**src/rtl/present_seq.sv**
```systemverilog
// -----------------------------------------------------------------------------
// present_seq
//
// Bus-master sequencer for the PRESENT wrapper's 4-bit-address register port.
// Whole 64-bit blocks arrive on a valid/ready stream. The sequencer writes the
// key and direction only when they differ from what the wrapper already holds.
// It then writes the block, starts the core and polls for done. Finally it
// reads both result words and offers the 64-bit result on a second
// valid/ready stream.
//
// Ports
//   clk          clock, all logic on the rising edge
//   iReset       synchronous active-high reset (shared with the wrapper)
//   iKey         80-bit key, captured on iKeyLoad while oKeyReady=1
//   iKeyLoad     key load pulse
//   oKeyReady    high while idle
//   iBlkValid    block stream valid
//   oBlkReady    block stream ready
//   iBlk         64-bit block
//   iDecrypt     direction sampled with the block (1=decrypt)
//   oResValid    result stream valid
//   iResReady    result stream ready
//   oRes         64-bit result {hi,lo}
//   oTimeout     sticky poll-timeout flag
//   oBusy        high whenever the sequencer is not idle
//   oChipselect  register bus select
//   oWriteRead   1=write, 0=read
//   oAddress     register address
//   oWdat        register write data
//   iRdat        register read data, valid the cycle after a read request
//
// Parameter
//   MAX_POLLS    done-polls per block before the block is dropped
//
// Optional feature (macro PRESENT_SEQ_TIMEOUT_EN)
//   Defined:   polling stops after MAX_POLLS done-polls without an accepted
//              done; the block is dropped and oTimeout is set.
//   Undefined: polling is unbounded, oTimeout is tied low and no poll counter
//              is built.
// -----------------------------------------------------------------------------
module present_seq #(
  parameter int MAX_POLLS = 255
) (
  input  logic        clk,
  input  logic        iReset,
  input  logic [79:0] iKey,
  input  logic        iKeyLoad,
  output logic        oKeyReady,
  input  logic        iBlkValid,
  output logic        oBlkReady,
  input  logic [63:0] iBlk,
  input  logic        iDecrypt,
  output logic        oResValid,
  input  logic        iResReady,
  output logic [63:0] oRes,
  output logic        oTimeout,
  output logic        oBusy,
  output logic        oChipselect,
  output logic        oWriteRead,
  output logic [3:0]  oAddress,
  output logic [31:0] oWdat,
  input  logic [31:0] iRdat
);

  typedef enum logic [3:0] {
    IDLE,
    WKEY1,
    WKEY2,
    WKEY3,
    WCTRL,
    WDAT_H,
    WDAT_L,
    START,
    POLL_REQ,
    POLL_CHK,
    RD_H,
    RD_L,
    RD_CAP,
    OUT
  } state_t;

  localparam logic [3:0] ADDR_START = 4'd0;
  localparam logic [3:0] ADDR_KEY1  = 4'd1;
  localparam logic [3:0] ADDR_KEY2  = 4'd2;
  localparam logic [3:0] ADDR_KEY3  = 4'd3;
  localparam logic [3:0] ADDR_DATH  = 4'd4;
  localparam logic [3:0] ADDR_DATL  = 4'd5;
  localparam logic [3:0] ADDR_RESH  = 4'd6;
  localparam logic [3:0] ADDR_RESL  = 4'd7;
  localparam logic [3:0] ADDR_CTRL  = 4'd8;

  // A zero poll budget has no meaning in either build.
  if (MAX_POLLS < 1) begin : gMaxPollsInvalid
    $error("present_seq: MAX_POLLS must be at least 1");
  end

  state_t      state_q, state_d;
  logic [79:0] keySh_q, keySh_d;
  logic        keyDirty_q, keyDirty_d;
  logic        dirSh_q, dirSh_d;
  logic [63:0] blk_q, blk_d;
  logic        blkDir_q, blkDir_d;
  logic [63:0] res_q, res_d;
  logic        seenLow_q, seenLow_d;

  logic        blkReady_q, blkReady_d;
  logic        keyReady_q, keyReady_d;
  logic        resValid_q, resValid_d;
  logic        busy_q, busy_d;
  logic        cs_q, cs_d;
  logic        wr_q, wr_d;
  logic [3:0]  addr_q, addr_d;
  logic [31:0] wdat_q, wdat_d;

`ifdef PRESENT_SEQ_TIMEOUT_EN
  localparam int CNT_W = $clog2(MAX_POLLS + 1);
  localparam logic [CNT_W-1:0] POLL_LAST = CNT_W'(MAX_POLLS - 1);
  localparam logic [CNT_W-1:0] POLL_MAX  = CNT_W'(MAX_POLLS);

  logic [CNT_W-1:0] pollCnt_q, pollCnt_d;
  logic             timeout_q, timeout_d;
`endif

  // Next-state logic. The shadow registers mirror what the wrapper holds, so
  // the key and direction are written only when they actually change. A key
  // loaded in the same cycle as a block is used for that block. A done bit is
  // trusted only after a low poll, because the wrapper may still report the
  // previous block's done right after START.
  always_comb begin
    state_d    = state_q;
    keySh_d    = keySh_q;
    keyDirty_d = keyDirty_q;
    dirSh_d    = dirSh_q;
    blk_d      = blk_q;
    blkDir_d   = blkDir_q;
    res_d      = res_q;
    seenLow_d  = seenLow_q;
`ifdef PRESENT_SEQ_TIMEOUT_EN
    pollCnt_d  = pollCnt_q;
    timeout_d  = timeout_q;
`endif

    case (state_q)
      IDLE: begin
        if (iKeyLoad) begin
          keySh_d    = iKey;
          keyDirty_d = 1'b1;
        end
        if (iBlkValid) begin
          blk_d    = iBlk;
          blkDir_d = iDecrypt;
          if (keyDirty_q || iKeyLoad) begin
            state_d = WKEY1;
          end else if (iDecrypt != dirSh_q) begin
            state_d = WCTRL;
          end else begin
            state_d = WDAT_H;
          end
        end
      end
      WKEY1: state_d = WKEY2;
      WKEY2: state_d = WKEY3;
      WKEY3: begin
        keyDirty_d = 1'b0;
        state_d    = (blkDir_q != dirSh_q) ? WCTRL : WDAT_H;
      end
      WCTRL: begin
        dirSh_d = blkDir_q;
        state_d = WDAT_H;
      end
      WDAT_H: state_d = WDAT_L;
      WDAT_L: state_d = START;
      START: begin
        seenLow_d = 1'b0;
`ifdef PRESENT_SEQ_TIMEOUT_EN
        pollCnt_d = '0;
`endif
        state_d   = POLL_REQ;
      end
      POLL_REQ: state_d = POLL_CHK;
      POLL_CHK: begin
        if (iRdat[0] && seenLow_q) begin
          state_d = RD_H;
        end else begin
          if (!iRdat[0]) begin
            seenLow_d = 1'b1;
          end
          state_d = POLL_REQ;
`ifdef PRESENT_SEQ_TIMEOUT_EN
          if (pollCnt_q == POLL_LAST) begin
            state_d    = IDLE;
            timeout_d  = 1'b1;
            keyDirty_d = 1'b1;
          end
`endif
        end
`ifdef PRESENT_SEQ_TIMEOUT_EN
        if (pollCnt_q != POLL_MAX) begin
          pollCnt_d = pollCnt_q + 1'b1;
        end
`endif
      end
      RD_H: state_d = RD_L;
      RD_L: begin
        res_d[63:32] = iRdat;
        state_d      = RD_CAP;
      end
      RD_CAP: begin
        res_d[31:0] = iRdat;
        state_d     = OUT;
      end
      OUT: begin
        if (iResReady) begin
          state_d = IDLE;
        end
      end
      default: state_d = IDLE;
    endcase
  end

  // Output decode. It is taken from the next state and next shadow values and
  // registered below. Each output therefore matches a Moore decode of the
  // current state, with no path from inputs to outputs.
  always_comb begin
    blkReady_d = (state_d == IDLE);
    keyReady_d = (state_d == IDLE);
    busy_d     = (state_d != IDLE);
    resValid_d = (state_d == OUT);
    cs_d       = 1'b0;
    wr_d       = 1'b0;
    addr_d     = 4'h0;
    wdat_d     = 32'h0;

    case (state_d)
      WKEY1: begin
        cs_d   = 1'b1;
        wr_d   = 1'b1;
        addr_d = ADDR_KEY1;
        wdat_d = keySh_d[79:48];
      end
      WKEY2: begin
        cs_d   = 1'b1;
        wr_d   = 1'b1;
        addr_d = ADDR_KEY2;
        wdat_d = keySh_d[47:16];
      end
      WKEY3: begin
        cs_d   = 1'b1;
        wr_d   = 1'b1;
        addr_d = ADDR_KEY3;
        wdat_d = {16'h0, keySh_d[15:0]};
      end
      WCTRL: begin
        cs_d   = 1'b1;
        wr_d   = 1'b1;
        addr_d = ADDR_CTRL;
        wdat_d = {31'h0, blkDir_d};
      end
      WDAT_H: begin
        cs_d   = 1'b1;
        wr_d   = 1'b1;
        addr_d = ADDR_DATH;
        wdat_d = blk_d[63:32];
      end
      WDAT_L: begin
        cs_d   = 1'b1;
        wr_d   = 1'b1;
        addr_d = ADDR_DATL;
        wdat_d = blk_d[31:0];
      end
      START: begin
        cs_d   = 1'b1;
        wr_d   = 1'b1;
        addr_d = ADDR_START;
        wdat_d = 32'h1;
      end
      POLL_REQ: begin
        cs_d   = 1'b1;
        addr_d = ADDR_CTRL;
      end
      RD_H: begin
        cs_d   = 1'b1;
        addr_d = ADDR_RESH;
      end
      RD_L: begin
        cs_d   = 1'b1;
        addr_d = ADDR_RESL;
      end
      default: begin
      end
    endcase
  end

  // State, shadow and output registers. Reset matches the wrapper's own
  // post-reset contents, which is why the key and direction shadows start at
  // zero and clean.
  always_ff @(posedge clk) begin
    if (iReset) begin
      state_q    <= IDLE;
      keySh_q    <= '0;
      keyDirty_q <= 1'b0;
      dirSh_q    <= 1'b0;
      blk_q      <= '0;
      blkDir_q   <= 1'b0;
      res_q      <= '0;
      seenLow_q  <= 1'b0;
      blkReady_q <= 1'b1;
      keyReady_q <= 1'b1;
      resValid_q <= 1'b0;
      busy_q     <= 1'b0;
      cs_q       <= 1'b0;
      wr_q       <= 1'b0;
      addr_q     <= 4'h0;
      wdat_q     <= 32'h0;
`ifdef PRESENT_SEQ_TIMEOUT_EN
      pollCnt_q  <= '0;
      timeout_q  <= 1'b0;
`endif
    end else begin
      state_q    <= state_d;
      keySh_q    <= keySh_d;
      keyDirty_q <= keyDirty_d;
      dirSh_q    <= dirSh_d;
      blk_q      <= blk_d;
      blkDir_q   <= blkDir_d;
      res_q      <= res_d;
      seenLow_q  <= seenLow_d;
      blkReady_q <= blkReady_d;
      keyReady_q <= keyReady_d;
      resValid_q <= resValid_d;
      busy_q     <= busy_d;
      cs_q       <= cs_d;
      wr_q       <= wr_d;
      addr_q     <= addr_d;
      wdat_q     <= wdat_d;
`ifdef PRESENT_SEQ_TIMEOUT_EN
      pollCnt_q  <= pollCnt_d;
      timeout_q  <= timeout_d;
`endif
    end
  end

  assign oBlkReady   = blkReady_q;
  assign oKeyReady   = keyReady_q;
  assign oResValid   = resValid_q;
  assign oRes        = res_q;
  assign oBusy       = busy_q;
  assign oChipselect = cs_q;
  assign oWriteRead  = wr_q;
  assign oAddress    = addr_q;
  assign oWdat       = wdat_q;

`ifdef PRESENT_SEQ_TIMEOUT_EN
  assign oTimeout = timeout_q;
`else
  assign oTimeout = 1'b0;
`endif

endmodule

```
**config.mk**
```make
export PLATFORM = sky130hd
export DESIGN_NAME = present_seq
export DESIGN_NICKNAME = d
export VERILOG_FILES = /design/src/rtl/present_seq.sv
export SDC_FILE = /design/constraint.sdc
export NUM_CORES = 1
export LEC_CHECK = 0
export ABC_CLOCK_PERIOD_IN_PS = 1700
export CAP_MARGIN = 20
export CELL_PAD_IN_SITES_DETAIL_PLACEMENT = 2
export CELL_PAD_IN_SITES_GLOBAL_PLACEMENT = 2
export CORE_UTILIZATION = 25
export DETAILED_ROUTE_END_ITERATION = 8
export PLACE_DENSITY = 0.8
export SETUP_SLACK_MARGIN = 0.1
export SLEW_MARGIN = 25
export SYNTH_ARGS = -nofsm -noshare
export SYNTH_HDL_FRONTEND = slang
export SYNTH_SLANG_ARGS = --single-unit
```
**constraint.sdc**
```tcl
create_clock -name clk -period 1.7 [get_ports clk]
set_input_delay 0.425 -clock clk [delete_from_list [all_inputs] [get_ports clk]]
set_output_delay 0.425 -clock clk [all_outputs]
set_load 0.005 [all_outputs]
```
==> impl_metrics.json <==
{
  "antenna_found_initial": 7,
  "finalMaxSlewViolations": 0,
  "syn_nets": 1281,
  "io_pins": 289,
  "dp_hpwl_um": 27900,
  "root_buffer": "clkbuf_16",
  "cts_tree": "yes",
  "min-delay-start": "iReset",
  "synth_cells": 1099,
  "hold_buffers": 0,
  "fp.dieH_um": 199,
  "drtAntennaViolNets": 0,
  "viasPerCell": 4.96,
  "status": "complete, but fails checks",
  "hold_class": "input pin to flop",
  "start_util_pct": 25.5,
  "numCtsBuffers": 30,
  "syn-cell-area_sq_um": 9650,
  "drt_first_pass_iters": 5,
  "busiest_layer": "met2",
  "drcViolationCount": 0,
  "initialDrtViolationCount": 515,
  "grt_pass1_vias": 11000,
  "nets": 1681,
  "power_density_nw_per_um2": 1540,
  "yosysWarnings": 0,
  "async_reset_ff_share_pct": 0,
  "gr-usage-met1_pct": 26.3,
  "min_to": "oChipselect",
  "setup_violations": 154,
  "end_kind": "flop",
  "placed_area_sq_um": 13800,
  "ys_types": 45,
  "p_leak_nw": 6.51,
  "cts_sinks": 257,
  "worstReg2RegStart": "state_q[0]",
  "cts_buffer_depth": 3,
  "power_mw": 26.9,
  "port_buffers": 287,
  "timing.fmax_ghz": 0.451,
  "wl_per_cell_um": 27.1,
  "worstPathRequired_ns": 2.18,
  "holdPathStages": 2,
  "grt_first_pass_wirelength_um": 67700,
  "crit_fanout": 16,
  "dieArea_sq_um": 39400,
  "use_met3_pct": 5.88,
  "rr_endpoint": "oWdat[1]",
  "gp_congestion": 0.805,
  "r2r_cells": 10,
  "cts.htree.levels": 1,
  "postLayoutCellArea_sq_um": 17500,
  "rsz0062_at_grt": "yes",
  "area_growth_pct": 81.2,
  "skew_ns": 0.0357,
  "hold_violations": 0,
  "drive_above_1_share_pct": 32.7,
  "vias": 10100,
  "groute.usage.overall_pct": 22.8,
  "criticalPathCategory": "flop to flop",
  "max_cap_violations": 0,
  "fp.dieW_um": 199,
  "ir_worst_vdd_uv": 780,
  "path_clk_slew_ns": 0.07,
  "fin_crit_ns": 2.22,
  "grt-ovfl-total": 0,
  "cp-start-kind": "flop",
  "fin_crit_sh_pct": 131,
  "syn_area_per_cell_sq_um": 8.78,
  "synth_top_area_cell": "dfxtp_1",
  "critPathLaunch": "state_q[0]",
  "critPathArrivalTime_ns": 2.70,
  "clk-insertion-delay-late_ns": 0.60,
  "core_area_sq_um": 37800,
  "yosys-top-cells-area": "dfxtp_1 53%, mux2i_1 10%, nand2_1 9.6%, a21oi_1 6.3%, nor2_1 5.9%",
  "synth-seq-cells": 257,
  "yosysSeqAreaShare_pct": 53.3,
  "num_rows": 71,
  "regToRegSetupSlack_ns": -0.52,
  "synth_edf_count": 0,
  "ys.flop_type": "dfxtp_1",
  "grt_max_degree": 85,
  "synthMostInstantiatedCell": "dfxtp_1",
  "violations": "setup timing",
  "routed_wl_um": 55200,
  "synth_top_area_share_pct": 53.3,
  "synth_common_cells": "257 x dfxtp_1, 247 x nand2_1, 153 x nor2_1",
  "grtUsageMet2_pct": 40.2,
  "setup_ws_ns": -0.519
}
[kinds of logic (layout without fill, tap and decap cells)]
group                     after synthesis  in the layout  synth area share, %
buffers and inverters                  88            509                 3.89
muxes                                 101            101                 10.5
xor gates and xnor gates                3              3                0.272
AOI/OAI and AO/OA                     215            215                 14.2
and+or+nand+nor                       434            435                 17.8
DFF                                   257            257                 53.3
other                                   1              6               0.0388
[layer usage]
layer / part of all wire [%] / routed length [um]
met1: 39 / 21300
met2: 52 / 28600
met3: 6.2 / 3410
met4: 3.3 / 1810
met5: 0.040 / 22
[final cells by class]
cell class | count | area, sq um
inverter | 4 | 22.5
tap | 511 | 639
clock buffer | 45 | 887
clock inverter | 9 | 123
fill | 3887 | 20400
antenna | 5 | 12.5
multi-input combinational | 755 | 5720
sequential | 257 | 5180
timing repair buffer | 451 | 4900
[flip-flops by register name, indices dropped and copies added, names as in the netlist, 4 cells and up]
name	cells
blk_q	64
state_q	4
oAddress	4
oWdat	32
oRes	64
keySh_q	80
[stage by stage]
| step | setup TNS, ns | worst slack [ns] | hold slack (ns) | std cells | utilization [%] |
|---|---|---|---|---|---|
| after floorplan | -4.99 | -0.177 | 0.436 | 1099 | - |
| after global placement | -66.72 | -0.624 | 0.442 | 1916 | 36.6 |
| after detailed placement | -79.94 | -0.752 | 0.450 | 1916 | 36.6 |
| after CTS | -15.53 | -0.319 | 0.121 | 2011 | 42.3 |
| after global routing | -42.32 | -0.565 | 0.164 | 2036 | 46.2 |
| final | -33.59 | -0.519 | 0.177 | 2037 | 46.2 |
[worst max-delay path: stages, from the launching register on]
cell and delay (ns):
dfxtp_4 0.42, buf_6 0.14, clkinvlp_4 0.13, buf_12 0.16, nor2_4 0.23, o21ai_4 0.14, nand4b_1 0.14, buf_6 0.16
buf_12 0.17, nor2_1 0.09, o31a_1 0.28
[worst max-delay path by stage]
| stage | to | depth (start not counted) |
|---|---|---|
| 2_1_floorplan | oWdat[10] | 8 |
| 6_report | oWdat[1] | 10 |
| 3_5_place_dp | oWdat[0] | 9 |
| 4_1_cts | oWdat[0] | 8 |
| 5_1_grt | oWdat[1] | 10 |
| 3_3_place_gp | oWdat[0] | 7 |
[where the power goes]
part | leakage (nW) | internal [mW] | switching, mW
combinational | 3.90 | 6.36 | 6.06
clock | 0.495 | 3.90 | 2.92
sequential | 2.11 | 6.96 | 0.702
[layout by cell type, fill, tap and decap left out, types with 3 or more instances in the layout]
| cell type | n |
|---|---|
| dfxtp_1 | 232 |
| nand2_1 | 226 |
| clkdlybuf4s50_1 | 180 |
| nor2_1 | 125 |
| mux2i_4 | 77 |
| buf_4 | 70 |
| a21oi_1 | 63 |
| a21oi_2 | 57 |
| buf_6 | 43 |
| dlygate4sd2_1 | 36 |
| clkbuf_16 | 35 |
| clkdlybuf4s15_1 | 35 |
| buf_12 | 29 |
| dfxtp_2 | 22 |
| nand2_2 | 21 |
| clkdlybuf4s15_2 | 21 |
| mux2i_1 | 20 |
| nor2_2 | 20 |
| o21a_1 | 16 |
| o31a_1 | 15 |
| a22oi_1 | 15 |
| o22ai_1 | 15 |
| buf_2 | 15 |
| nor2_4 | 11 |
| o221ai_1 | 11 |
| buf_16 | 11 |
| clkbuf_8 | 8 |
| clkbuf_1 | 7 |
| nand3_1 | 6 |
| diode_2 | 5 |
| o221ai_2 | 5 |
| clkinv_2 | 5 |
| buf_8 | 5 |
| and3_4 | 4 |
| mux2i_2 | 3 |
| xnor2_1 | 3 |
| clkinvlp_4 | 3 |
| nor2b_2 | 3 |
| dfxtp_4 | 3 |
[timing repair]
item                       CTS  global route
cloned                      12             6
buffers inserted            29            16
setup endpoints to repair  339           289
pin swaps                   10            25
resized for setup          404           238
No activity file was read; power rests on OpenSTA's default activity.
